<file path="config.mk">
export PLATFORM = sky130hd
export DESIGN_NAME = pipeline_hazard_controller
export DESIGN_NICKNAME = d
export VERILOG_FILES = /design/src/rtl/pipeline_hazard_controller.sv
export SDC_FILE = /design/constraint.sdc
export NUM_CORES = 1
export LEC_CHECK = 0
export CAP_MARGIN = 20
export CORE_MARGIN = 10
export CORE_UTILIZATION = 53
export CTS_BUF_LIST = sky130_fd_sc_hd__clkbuf_4
export CTS_CLUSTER_SIZE = 24
export DETAILED_ROUTE_END_ITERATION = 8
export MAX_ROUTING_LAYER = met4
export PLACE_DENSITY = 0.92
export SYNTH_ARGS = -nofsm -noshare
export SYNTH_HDL_FRONTEND = slang
export SYNTH_SLANG_ARGS = --single-unit
</file>
<file path="constraint.sdc">
create_clock -name CLK -period 5.21 [get_ports CLK]
set_input_delay 1.042 -clock CLK [delete_from_list [all_inputs] [get_ports CLK]]
set_output_delay 1.042 -clock CLK [all_outputs]
set_load 0.02 [all_outputs]
</file>
<file path="src/rtl/pipeline_hazard_controller.sv">
// Pipeline hazard controller for a classic 5-stage in-order pipeline.
// Resolves taken branches (flush IF/ID and ID/EX, redirect PC), load-use
// hazards (one-cycle stall with an ID/EX bubble) and HALT (stop fetch, let
// EX/MEM/WB drain for DrainCycles cycles, then freeze).
//
// Ports:
//   CLK, RST          clock, synchronous active-low reset
//   id_rs, id_rt      source registers of the ID instruction
//   id_uses_rt        ID instruction actually reads id_rt
//   id_halt           ID instruction is HALT
//   ex_mem_read       EX instruction is a load
//   ex_rd             EX destination register
//   ex_branch_taken   branch resolved taken in EX
//   pc_write          PC enable
//   ifid_write        IF/ID enable
//   ifid_flush        bubble into IF/ID
//   idex_flush        bubble into ID/EX
//   pc_src            1 = PC loads branch target
//   halted            registered, pipeline fully drained
//   stall_count       saturating count of load-use stalls
//   cycle_count       cycles executed (RUN + DRAIN), wraps
module pipeline_hazard_controller #(
    parameter int RegAddrBits = 3,
    parameter int DrainCycles = 3,
    parameter int CountWidth  = 16
) (
    input  logic                   CLK,
    input  logic                   RST,
    input  logic [RegAddrBits-1:0] id_rs,
    input  logic [RegAddrBits-1:0] id_rt,
    input  logic                   id_uses_rt,
    input  logic                   id_halt,
    input  logic                   ex_mem_read,
    input  logic [RegAddrBits-1:0] ex_rd,
    input  logic                   ex_branch_taken,
    output logic                   pc_write,
    output logic                   ifid_write,
    output logic                   ifid_flush,
    output logic                   idex_flush,
    output logic                   pc_src,
    output logic                   halted,
    output logic [7:0]             stall_count,
    output logic [CountWidth-1:0]  cycle_count
);

    localparam int DW = (DrainCycles > 1) ? $clog2(DrainCycles) : 1;

    typedef enum logic [1:0] {RUN, DRAIN, HALTED} state_t;

    state_t          state_q, state_d;
    logic [DW-1:0]   drain_q, drain_d;
    logic            load_use;
    logic            stall_inc;

    // Register 0 is hardwired zero, so a load targeting it never creates a
    // dependency. rt only matters when the ID instruction reads it.
    assign load_use = ex_mem_read && (ex_rd != '0) &&
                      ((ex_rd == id_rs) || (id_uses_rt && (ex_rd == id_rt)));

    always_comb begin
        state_d    = state_q;
        drain_d    = drain_q;
        stall_inc  = 1'b0;
        pc_write   = 1'b1;
        ifid_write = 1'b1;
        ifid_flush = 1'b0;
        idex_flush = 1'b0;
        pc_src     = 1'b0;

        case (state_q)
            RUN: begin
                if (ex_branch_taken) begin
                    // Redirect wins; the hazard/halt belong to wrong-path
                    // instructions that are being squashed anyway.
                    pc_src     = 1'b1;
                    ifid_flush = 1'b1;
                    idex_flush = 1'b1;
                end else if (load_use) begin
                    pc_write   = 1'b0;
                    ifid_write = 1'b0;
                    idex_flush = 1'b1;
                    stall_inc  = 1'b1;
                end else if (id_halt) begin
                    // HALT moves on to EX; nothing behind it may enter.
                    pc_write   = 1'b0;
                    ifid_flush = 1'b1;
                    state_d    = DRAIN;
                    drain_d    = DW'(DrainCycles - 1);
                end
            end
            DRAIN: begin
                pc_write   = 1'b0;
                ifid_write = 1'b0;
                ifid_flush = 1'b1;
                idex_flush = 1'b1;
                if (drain_q == '0) state_d = HALTED;
                else               drain_d = drain_q - 1'b1;
            end
            HALTED: begin
                pc_write   = 1'b0;
                ifid_write = 1'b0;
                ifid_flush = 1'b1;
                idex_flush = 1'b1;
            end
            default: state_d = RUN;
        endcase

        // While reset is held the pipeline must look like a plain RUN cycle,
        // whatever state the register currently holds.
        if (!RST) begin
            pc_write   = 1'b1;
            ifid_write = 1'b1;
            ifid_flush = 1'b0;
            idex_flush = 1'b0;
            pc_src     = 1'b0;
        end
    end

    always_ff @(posedge CLK) begin
        if (!RST) begin
            state_q     <= RUN;
            drain_q     <= '0;
            halted      <= 1'b0;
            stall_count <= '0;
            cycle_count <= '0;
        end else begin
            state_q <= state_d;
            drain_q <= drain_d;
            halted  <= (state_d == HALTED);
            if (stall_inc && (stall_count != 8'hFF))
                stall_count <= stall_count + 8'd1;
            if (state_q != HALTED)
                cycle_count <= cycle_count + 1'b1;
        end
    end

endmodule

</file>
==> impl_metrics.py <==
metrics = {
    "clock_tree": {
        "post_cts_setup_buffers": 0,
        "htree_num_levels": 2,
        "clk-insertion-delay-late_ps": 330,
        "cts_tree": "yes",
        "cts_buffer_depth": 2,
        "cts_inserted_buffers": 5,
        "cts_hold_buffers": 0,
        "clkSlewWorstSetupHoldPaths_ps": 100,
        "clk_root_buffer_cell": "clkbuf_4",
        "tritoncts_num_sinks": 29,
        "post_cts_resize_count": 0,
    },
    "sta": {
        "worst_pin_slew_ps": 698,
        "rsz0062_at_grt": "no",
        "setup_violations": 0,
        "worst_slew_slack_as_a_fraction_of_its_limit": 0.534,
        "timing.setup.tns_ps": 0,
        "hold_viol": 0,
        "final.setup.worst_slack_ps": 1030,
        "timing.final.crit_share": 0.803,
        "worst_clock_skew_ps": 10.5,
        "slew_viol_final": 0,
        "fmaxAchievable_mhz": 239,
        "finalWorstPathRequiredPeriod_ps": 4180,
    },
    "routing": {
        "vias_per_cell": 5.57,
        "number_of_nets_with_antenna_violations_after_routing": 0,
        "remaining_drc_errors": 0,
        "vias": 1515,
        "drt-wirelength-per-cell_um": 13.7,
        "drt_pass1_iterations": 4,
        "drt_iter0_markers": 73,
        "finalWirelength_mm": 3.72,
    },
    "worst_setup_path": {
        "critPathMaxStageDelay_ps": 630,
        "cp_common_cell": "clkdlybuf4s50_1",
        "timing.critical_path.to_type": "primary output",
        "required_ps": 4170,
        "timing.critical_path.arrival_ps": 3140,
        "worstSetupStartpointType": "input port",
        "path_type_of_the_worst_setup_path": "in2out",
        "ff2ff_setup_slack_ps": 3060,
        "timing.critical_path.cells": "clkdlybuf4s50_1 -> xnor2_1 -> and4_1 -> o21ai_0 -> a211oi_1 -> nor3_1 -> clkdlybuf4s50_1",
        "crit_fanout": 5,
        "max_stage_delay_cell_worst_path": "clkdlybuf4s50_1",
    },
    "finish": {
        "ff_latch_area_um2": 581,
        "final_cells": 272,
        "multi_input_gate_area_um2": 972,
        "area_delta_synth_final_pct": 30.6,
        "post-route-util": 0.710,
        "nFillCells": 226,
        "total_inserted_antenna_cells": 0,
        "drive_gt1_frac": 0.0586,
        "nets": 260,
    },
    "power_and_ir_drop": {
        "ir_drop_mv": 0.219,
        "share_clk_of_total_power": 0.245,
        "power_switching_mw": 0.190,
        "cellLeakagePower_nw": 0.819,
        "total_power_mw": 0.563,
        "power_frac_comb": 0.307,
        "swShare": 0.337,
        "power_density_nw_per_um2": 264,
        "internal-power_mw": 0.373,
        "flop_pwr_share": 0.447,
    },
    "logic_synthesis": {
        "synth-edff-count": 0,
        "postSynthAreaPerCell_um2": 8.37,
        "synth_seq_cells": 29,
        "synth-warning-count": 0,
        "synth_cell_types": 41,
        "post_synthesis_net_count": 217,
        "yosys_most_used_dff": "dfxtp_1",
        "syn_area_um2": 1630,
        "syn_inst": 195,
        "synth_async_sr_flop_share": 0,
        "yosysSeqAreaShare": 0.356,
    },
    "die": {
        "io_pins": 45,
        "chipWidth_um": 75.5,
        "die_area_um2": 5700,
        "placement_rows": 20,
        "floorplan.core_area_um2": 3000,
        "floorplan.initialDensity": 0.543,
        "die_height_um": 75.5,
    },
    "place": {
        "pre_cts_ws_ps": 1060,
        "placed_cell_count": 264,
        "port_buffers": 44,
        "hpwlAfterDp_mm": 2.84,
        "globalplace.congestion": 0.768,
    },
    "run_status": {
        "outcome": "complete, no violations",
    },
    "job": {
        "cap_viol_max_count": 0,
    },
    "global_routing": {
        "pin_count_of_the_biggest_net_entering_global_routing": 24,
        "antenna_found_initial": 0,
        "first_global_vias": 1328,
        "grt-ovfl-total": 0,
        "globalRouteTotalUtil": 0.135,
        "global_route_wire_length_before_repair_mm": 5.91,
    },
    "min_path": {
        "classification_of_the_worst_slack_hold_path": "reg2reg",
    },
}
[sequential cells by signal, indices dropped and copies added (netlist names)]
signal	count
cycle_count	16
drain_q	2
stall_count	8
halted	1
state_q	2
[logic make-up after synthesis]
family | count (synthesis) | synth area share
simple gates | 83 | 0.271
compound gates | 33 | 0.140
flops | 29 | 0.356
xor+xnor | 21 | 0.113
buf+inv | 19 | 0.0483
fa+ha+maj | 7 | 0.0537
mux | 3 | 0.0184
[worst max-delay path, delay by kind of cell]
family	cells	cell delay (ps)
xor+xnor	1	160
buf+inv	2	1110
compound gates	2	400
simple gates	2	430
[cell usage in the layout (no fill, tap or decap), drive strengths merged, types with 4 or more instances in the layout]
cell	Yosys	final
nand4	5	5
nor2	24	24
o21ai	7	7
clkdlybuf4s50	0	44
ha	7	7
xor2	9	9
xnor2	12	12
clkbuf	7	6
nand3	9	9
and3	5	5
dfxtp	29	29
nor2b	4	4
a21oi	8	8
inv	11	11
nor3	7	7
nand2b	5	5
nand2	10	10
[power by group through the flow]
stage                     Clock, mW  Combinational, mW  Sequential, mW
after floorplan                   0              0.100           0.265
after global placement            0              0.167           0.256
after detailed placement          0              0.172           0.256
after CTS                     0.139              0.173           0.252
after global routing          0.148              0.188           0.253
final                         0.138              0.173           0.252
[metal layers]
layer	vias up	share of wire	track usage
met5	-	0	-
met4	0	0.020	0.0639
met3	8	0.062	0.0339
met2	61	0.49	0.232
met1	669	0.42	0.142
li1	777	-	-
[final timing paths]
path,from,end,cells past startpoint
hold reg to reg,stall_count[3],stall_count[3],2
setup reg to reg,state_q[0],stall_count[6],6
setup / recovery,ex_rd[1],ifid_flush,7
hold / removal,stall_count[3],stall_count[3],2
[Yosys cell counts (all sizes together) (2+ instances only)]
| master | n | area share |
|---|---|---|
| ha | 7 | 0.054 |
| xor2 | 9 | 0.048 |
| mux2i | 3 | 0.018 |
| o21ai | 7 | 0.021 |
| xnor2 | 12 | 0.064 |
| o211a | 2 | 0.012 |
| nor2b | 4 | 0.015 |
| nor4 | 2 | 0.0077 |
| dfxtp | 29 | 0.36 |
| nand3 | 9 | 0.028 |
| o31ai | 2 | 0.0092 |
| o211ai | 3 | 0.017 |
| inv | 11 | 0.025 |
| nand2 | 10 | 0.023 |
| clkbuf | 7 | 0.016 |
| a311oi | 2 | 0.011 |
| a211oi | 2 | 0.0092 |
| nand4 | 5 | 0.019 |
| a21oi | 8 | 0.025 |
| and2 | 2 | 0.0077 |
| and3 | 5 | 0.019 |
| or4 | 3 | 0.014 |
| and4 | 2 | 0.011 |
| nor2 | 24 | 0.055 |
| nand2b | 5 | 0.019 |
| nor3 | 7 | 0.028 |
[final cells by class]
class	instances	area share
multi-input combinational	147	0.456
clock buffer	6	0.0211
tap	33	0.0194
sequential	29	0.272
timing repair buffer	44	0.207
inverter	11	0.0194
clock inverter	2	0.00470
[metrics by stage]
| stage | hold slack, ps | cell area [µm²] |
|---|---|---|
| floorplan | 517 | 1630 |
| global placement | 485 | 2080 |
| detailed placement | 502 | 2080 |
| CTS | 519 | 2130 |
| global route | 554 | 2130 |
| finish | 518 | 2130 |
(Power assumes the default switching activity.)
